[config.mk]
export PLATFORM = sky130hd
export DESIGN_NAME = toggle_req_debounce
export DESIGN_NICKNAME = d
export VERILOG_FILES = /design/src/rtl/toggle_req_pkg.sv /design/src/rtl/toggle_req_debounce_sync_ff.sv /design/src/rtl/toggle_req_debounce.sv
export SDC_FILE = /design/constraint.sdc
export NUM_CORES = 1
export LEC_CHECK = 0
export CORE_AREA = 2 2 39 41
export CTS_CLUSTER_SIZE = 25
export DETAILED_ROUTE_END_ITERATION = 8
export DIE_AREA = 0 0 41 43
export GPL_ROUTABILITY_DRIVEN = 0
export PLACE_DENSITY = 0.49
export SLEW_MARGIN = 20
export SYNTH_ARGS = -nofsm -noshare
export SYNTH_HDL_FRONTEND = slang
export SYNTH_SLANG_ARGS = --single-unit
[constraint.sdc]
create_clock -name clk -period 1.15 [get_ports clk]
set_clock_uncertainty 0.05 [all_clocks]
set_input_delay 0.1725 -clock clk [delete_from_list [all_inputs] [get_ports clk]]
set_output_delay 0.1725 -clock clk [all_outputs]
set_load 0.1 [all_outputs]
[src/rtl/toggle_req_pkg.sv]
// Shared FSM encoding and default timing constants for the toggle request front-end.
package toggle_req_pkg;

    typedef enum logic [1:0] {
        IDLE         = 2'd0,
        PRESS_WAIT   = 2'd1,
        HELD         = 2'd2,
        RELEASE_WAIT = 2'd3
    } state_e;

    localparam int DEFAULT_SYNC_STAGES     = 2;
    localparam int DEFAULT_DEBOUNCE_CYCLES = 16;
    localparam int DEFAULT_REPEAT_DELAY    = 64;
    localparam int DEFAULT_REPEAT_PERIOD   = 32;

endpackage

[src/rtl/toggle_req_debounce_sync_ff.sv]
// Multi-flop level synchronizer for the asynchronous button input.
module sync_ff #(
    parameter int STAGES = 2
) (
    input  logic clk,
    input  logic rst,
    input  logic d,
    output logic q
);

    logic [STAGES-1:0] sync_q;
    logic [STAGES-1:0] sync_d;

    always_comb begin
        sync_d = {sync_q[STAGES-2:0], d};
    end

    always_ff @(posedge clk) begin
        if (rst) begin
            sync_q <= '0;
        end else begin
            sync_q <= sync_d;
        end
    end

    assign q = sync_q[STAGES-1];

endmodule

[src/rtl/toggle_req_debounce.sv]
// Debounces a raw button into a one-cycle toggle request and a clean level.
// Optional auto-repeat while held: define TOGGLE_REQ_AUTOREPEAT_EN.
module toggle_req_debounce
    import toggle_req_pkg::*;
#(
    parameter int SYNC_STAGES     = DEFAULT_SYNC_STAGES,
    parameter int DEBOUNCE_CYCLES = DEFAULT_DEBOUNCE_CYCLES,
    parameter int REPEAT_DELAY    = DEFAULT_REPEAT_DELAY,
    parameter int REPEAT_PERIOD   = DEFAULT_REPEAT_PERIOD
) (
    input  logic clk,
    input  logic rst,
    input  logic btn_in,
    output logic t_out,
    output logic btn_level
);

    localparam int CNT_W = $clog2(DEBOUNCE_CYCLES + 1);

    if (SYNC_STAGES < 2 || SYNC_STAGES > 4) begin : g_bad_sync
        $error("SYNC_STAGES must be in 2..4");
    end
    if (DEBOUNCE_CYCLES < 1) begin : g_bad_deb
        $error("DEBOUNCE_CYCLES must be at least 1");
    end
    if (REPEAT_DELAY < 2 || REPEAT_PERIOD < 2) begin : g_bad_rpt
        $error("REPEAT_DELAY and REPEAT_PERIOD must be at least 2");
    end

    state_e           state_q, state_d;
    logic [CNT_W-1:0] cnt_q, cnt_d;
    logic             t_out_q, t_out_d;
    logic             btn_level_q, btn_level_d;
    logic             sync_out;
    logic             cnt_done;
    logic             rpt_fire;

    sync_ff #(.STAGES(SYNC_STAGES)) u_sync (
        .clk (clk),
        .rst (rst),
        .d   (btn_in),
        .q   (sync_out)
    );

    assign cnt_done = (cnt_q == CNT_W'(DEBOUNCE_CYCLES));

    always_ff @(posedge clk) begin
        if (rst) begin
            state_q     <= IDLE;
            cnt_q       <= '0;
            t_out_q     <= 1'b0;
            btn_level_q <= 1'b0;
        end else begin
            state_q     <= state_d;
            cnt_q       <= cnt_d;
            t_out_q     <= t_out_d;
            btn_level_q <= btn_level_d;
        end
    end

    always_comb begin
        state_d = state_q;
        cnt_d   = cnt_q;
        case (state_q)
            IDLE: begin
                if (sync_out) begin
                    state_d = PRESS_WAIT;
                    cnt_d   = CNT_W'(1);
                end else begin
                    cnt_d   = '0;
                end
            end
            PRESS_WAIT: begin
                if (!sync_out) begin
                    state_d = IDLE;
                    cnt_d   = '0;
                end else if (cnt_done) begin
                    state_d = HELD;
                    cnt_d   = '0;
                end else begin
                    cnt_d   = cnt_q + CNT_W'(1);
                end
            end
            HELD: begin
                if (!sync_out) begin
                    state_d = RELEASE_WAIT;
                    cnt_d   = CNT_W'(1);
                end else begin
                    cnt_d   = '0;
                end
            end
            RELEASE_WAIT: begin
                if (sync_out) begin
                    state_d = HELD;
                    cnt_d   = '0;
                end else if (cnt_done) begin
                    state_d = IDLE;
                    cnt_d   = '0;
                end else begin
                    cnt_d   = cnt_q + CNT_W'(1);
                end
            end
            default: begin
                state_d = IDLE;
                cnt_d   = '0;
            end
        endcase
    end

`ifdef TOGGLE_REQ_AUTOREPEAT_EN
    localparam int RPT_MAX = (REPEAT_DELAY > REPEAT_PERIOD) ? REPEAT_DELAY : REPEAT_PERIOD;
    localparam int RPT_W   = $clog2(RPT_MAX + 1);

    logic [RPT_W-1:0] rpt_cnt_q, rpt_cnt_d, rpt_target;
    logic             rpt_armed_q, rpt_armed_d;

    always_ff @(posedge clk) begin
        if (rst) begin
            rpt_cnt_q   <= '0;
            rpt_armed_q <= 1'b0;
        end else begin
            rpt_cnt_q   <= rpt_cnt_d;
            rpt_armed_q <= rpt_armed_d;
        end
    end

    // Counts only while staying in HELD; frozen through a release bounce, cleared otherwise.
    always_comb begin
        rpt_cnt_d   = rpt_cnt_q;
        rpt_armed_d = rpt_armed_q;
        rpt_fire    = 1'b0;
        rpt_target  = rpt_armed_q ? RPT_W'(REPEAT_PERIOD) : RPT_W'(REPEAT_DELAY);
        if (state_q == HELD && state_d == HELD) begin
            if (rpt_cnt_q + RPT_W'(1) == rpt_target) begin
                rpt_fire    = 1'b1;
                rpt_cnt_d   = '0;
                rpt_armed_d = 1'b1;
            end else begin
                rpt_cnt_d   = rpt_cnt_q + RPT_W'(1);
            end
        end else if (state_d == HELD || state_d == RELEASE_WAIT) begin
            rpt_cnt_d   = rpt_cnt_q;
        end else begin
            rpt_cnt_d   = '0;
            rpt_armed_d = 1'b0;
        end
    end
`else
    assign rpt_fire = 1'b0;
`endif

    always_comb begin
        t_out_d     = ((state_q == PRESS_WAIT) && sync_out && cnt_done) || rpt_fire;
        btn_level_d = (state_d == HELD) || (state_d == RELEASE_WAIT);
    end

    assign t_out     = t_out_q;
    assign btn_level = btn_level_q;

endmodule

Word-level counts from Yosys, hierarchy flattened
Cells that the tools add are included.

storage, ports and cells
  input bits = 3
  memories = 0
  bits in latches = 0
  RAM bits = 0
  output and inout bits = 2
  flip-flop bits (word level) = 11
  memory bits (read-only) = 0

cells by class
  multipliers = 0
  $lt $le $gt $ge = 0
  bitwise gates (word level) = 0
  shift operators = 0
  div/mod/pow operators = 0
  $add $sub $neg = 1
  eq/ne operators = 6
  reduce and logical (&&, ||, !) cells = 4
  muxes and demuxes = 13

operators by type and width
  cell                   number
  $pmux W5 S4            1
  $mux W5                3
  $mux W2                6
  $eq A2 B2 Y1 const B   4
  $pmux W2 S4            1
  $add A5 B1 Y5 const B  1
  $eq A5 B5 Y1 const B   1
  $eq A2 B1 Y1 const B   1
  $logic_and A1 B1 Y1    2
  $logic_not A2 Y1       1
  $mux W1                2
  $logic_or A1 B1 Y1     1

Longest topological paths before layout
  depth in word-level cells = 6
  gate-level depth with buffers = 5
  depth with buffers taken out = 5

Cells and area by module
Synthesis repeated with hierarchy kept, for this count alone.

unflattened totals
  cell total of the unflattened synthesis = 37
  area, all modules = 424.2 µm²

by module, submodules not included
  module               sequential area each (µm²)  instances  area each (µm²)  cells each
  toggle_req_debounce  160.2                       1          371.6            33
  sync_ff              40.0                        1          52.6             4

Worst setup path after synthesis
No wires, ideal clock.

  kind = reg-to-reg
  from = register state_q[1]
  to = register cnt_q[0]
  buffers on the path = 0
  cell stages (with the launch flop) = 4
  arrival = 1499 ps
  data required time = 1021 ps
  setup slack = -478 ps
  period minus slack after synthesis = 1628 ps
  cells stage by stage = dfxtp_1 -> xor2_2 -> nand2b_1 -> a211oi_2

on the way
  longest elaborated chain between the ends = 2
  elaborated cells between the ends (all ways) = 5
  classes of those cells = 3 x eq/ne; 1 x mux; 1 x reduce/logical

ends and longest elaborated chain
  item                                        RTL line                   text
  start: declaration                          toggle_req_debounce.sv:30  state_e state_q, state_d;
  start signal: assignment                    toggle_req_debounce.sv:54  state_q <= state_d;
  $eq A2 B2 Y1, or another cell as far along  toggle_req_debounce.sv:64  case (state_q)
  $pmux W5 S4 *                               toggle_req_debounce.sv:64
  end signal: assignment                      toggle_req_debounce.sv:55  cnt_q <= cnt_d;
  end: declaration                            toggle_req_debounce.sv:31  logic [CNT_W-1:0] cnt_q, cnt_d;

Mark *: on every way between the ends. The rest lies on a longest branch, timed or not.
A chain may end at the register's enable or synchronous reset.

Final worst setup path
  from = register cnt_q[1]
  to = register cnt_q[1]

on the way
  longest elaborated chain between the ends = 4
  elaborated cells between the ends (all ways) = 6
  classes of those cells = 1 x add/sub; 1 x eq/ne; 4 x mux

ends and longest elaborated chain
  item                                                  RTL line
  $add A5 B1 Y5 / $eq A5 B5 Y1 (equally long branches)  toggle_req_debounce.sv:81, toggle_req_debounce.sv:100, toggle_req_debounce.sv:45
  $mux W5 *                                             toggle_req_debounce.sv:77, toggle_req_debounce.sv:96
  $mux W5, on equally long branches                     toggle_req_debounce.sv:93, toggle_req_debounce.sv:74
  $pmux W5 S4 *                                         toggle_req_debounce.sv:64

Marks and branches as above.

==> flow_summary.json <==
{
  "end_kind": "flop",
  "synth_area_leader_cell": "dfxtp_1",
  "fmax_ghz": 0.823,
  "worst_setup_path_start_kind": "flop",
  "synth_top_area_share_pct": 47.2,
  "syn-num-nets": 42,
  "ios": 5,
  "rr_startpoint": "cnt_q[1]",
  "synth_cells": 37,
  "coreArea_um2": 1380,
  "cp_num_buf_inv": 1,
  "clk_pin_slew_ns": 0.07,
  "criticalPathCategory": "flop to flop",
  "status": "finished with violations",
  "drv_cap": 0,
  "crit_path_max_incr_delay_ns": 0.34,
  "diodes": 0,
  "fin_util_pct": 41.5,
  "synth_warnings": 0,
  "rsz0062_at_grt": "true",
  "top_layer": "met3",
  "area_growth_pct": 35.4,
  "relSlewSlack_pct": 86.4,
  "postCtsHoldBufs": 0,
  "dieWidth_um": 41,
  "cp.required_ns": 1.30,
  "grt_max_degree": 7,
  "initial_utilization_pct": 30.7,
  "hpwl_um": 482,
  "grt_pass1_vias": 240,
  "port_buffers": 4,
  "crit_family": "simple AND/OR/NAND/NOR gates",
  "die_area_um2": 1760,
  "layout_commonest_cell": "dfxtp_1",
  "ant_nets": 0,
  "setup_viol": 7,
  "hold_class": "flop to flop",
  "final_nets": 54,
  "min_from": "u_sync.sync_q[0]",
  "via_per_inst": 4.16,
  "grt_pass1_wl_mm": 1.07,
  "leakagePower_nw": 0.211,
  "m1WireLength_um": 281,
  "dp.cells": 60,
  "routed_wl_um": 636,
  "vias": 266,
  "yosysSeqAreaShare_pct": 47.2,
  "synth.avg_cell_area_um2": 11.5,
  "crit_slowest_cell": "dfxtp_2",
  "ys_ff_latch": 10,
  "clock_latency_ns": 0.26,
  "violations": "setup timing",
  "antenna_found_initial": 0,
  "synth.distinct_cells": 17,
  "critPathMaxFanout": 4,
  "cts-root-buf": "clkbuf_4",
  "drt_first_iter_violations": 5,
  "synth_area_leaders": "dfxtp_1, nand4bb_4, ha_1",
  "fin_hold_ws_ns": 0.405,
  "fin_cells": 64,
  "hold_viol": 0,
  "dr_wl_met3_um": 26,
  "final_cell_mix": "dfxtp_1, nor2_1, clkbuf_4, buf_4",
  "post_route_cells_drive_above_1_share_pct": 43.8,
  "critPathLaunch": "cnt_q[1]",
  "detail_route.wl_per_cell_um": 9.94,
  "timing.final.crit_share_pct": 106,
  "syn_area_um2": 424,
  "tightest_slew_ns": 0.204,
  "layout_setup_ws_ns": -0.0648,
  "track_usage_pct": 10.0,
  "min_period_ns": 1.21,
  "finalSetupTns_ns": -0.366,
  "gr-total-overflow": 0,
  "htreeDepth": 1,
  "cts_tree": "done",
  "cp.arrival_ns": 1.37,
  "drc": 0,
  "power_density_nw_per_um2": 1210,
  "die_y_um": 43,
  "cts.sink_count": 10,
  "path_cells": "inv_2 -> ha_2 -> and4bb_1 -> nand4bb_4 -> nor2_1",
  "dpl_worst_slack_ns": -0.0996,
  "dr_wl_met2_um": 327,
  "firstDrtPassIters": 3,
  "cts_buffers": 3,
  "slew_violations": 0,
  "row_count": 14,
  "cts.path.max_buffers": 2,
  "vdd_drop_max_mv": 0.595
}
synth_stat cells, drive strengths merged:
| master | count |
|---|---|
| and2 | 1 |
| nand2b | 2 |
| mux2i | 1 |
| dfxtp | 10 |
| or2b | 1 |
| inv | 3 |
| nor3b | 1 |
| ha | 2 |
| xor2 | 3 |
| nand3 | 2 |
| and4bb | 1 |
| nor2 | 5 |
| nand4bb | 1 |
| xnor2 | 1 |
| nor2b | 2 |
| a211oi | 1 |
report_power, final:
group | internal (mW) | switching (mW)
Clock | 0.192 | 0.122
Combinational | 0.0167 | 0.00901
Sequential | 0.349 | 0.00359
metal layers:
metal,vias up,track usage [%]
li1,142,-
met1,120,11.8
met2,4,12.2
met3,0,4.71
met4,0,10.0
met5,-,0
final timing paths:
path / to / slack (ns) / cells past startpoint
setup reg to reg: cnt_q[1] / -0.06 / 5
setup / recovery: cnt_q[1] / -0.06 / 5
hold reg to reg: u_sync.sync_q[1] / 0.41 / 1
hold / removal: u_sync.sync_q[1] / 0.41 / 1
kinds of logic after synthesis:
family	share of synthesized area, %
AO/OA/AOI/OAI	2.95
XOR/XNOR	10.0
adder cells (fa/ha/maj)	5.90
buffers and inverters	2.65
flip-flops	47.2
multiplexers	2.36
AND/OR/NAND/NOR	28.9
layout make-up:
cell class	instances	area, um^2
clock buffer	4	36.3
fill	139	810
inverter	3	11.3
multi-input combinational	24	218
sequential	10	206
tap	16	20.0
timing repair buffer	7	82.6
flip-flops by register name, summed over array words and instances (netlist names):
name	count
state_q	2
u_sync.sync_q	2
cnt_q	5
t_out	1
what timing repair did:
item,4_1_cts,5_1_grt
gates resized for setup,1,1
setup endpoints to repair,7,8
hold endpoints to repair,0,0
buffers inserted,0,0
pin swaps,2,1
through the flow:
stage | area [um^2] | power (mW)
floorplan | 433 | 0.372
global route | 574 | 0.729
global placement | 536 | 0.385
CTS | 572 | 0.708
detailed placement | 536 | 0.387
finish | 574 | 0.693
Note: power is estimated with default switching activity, not from simulation.
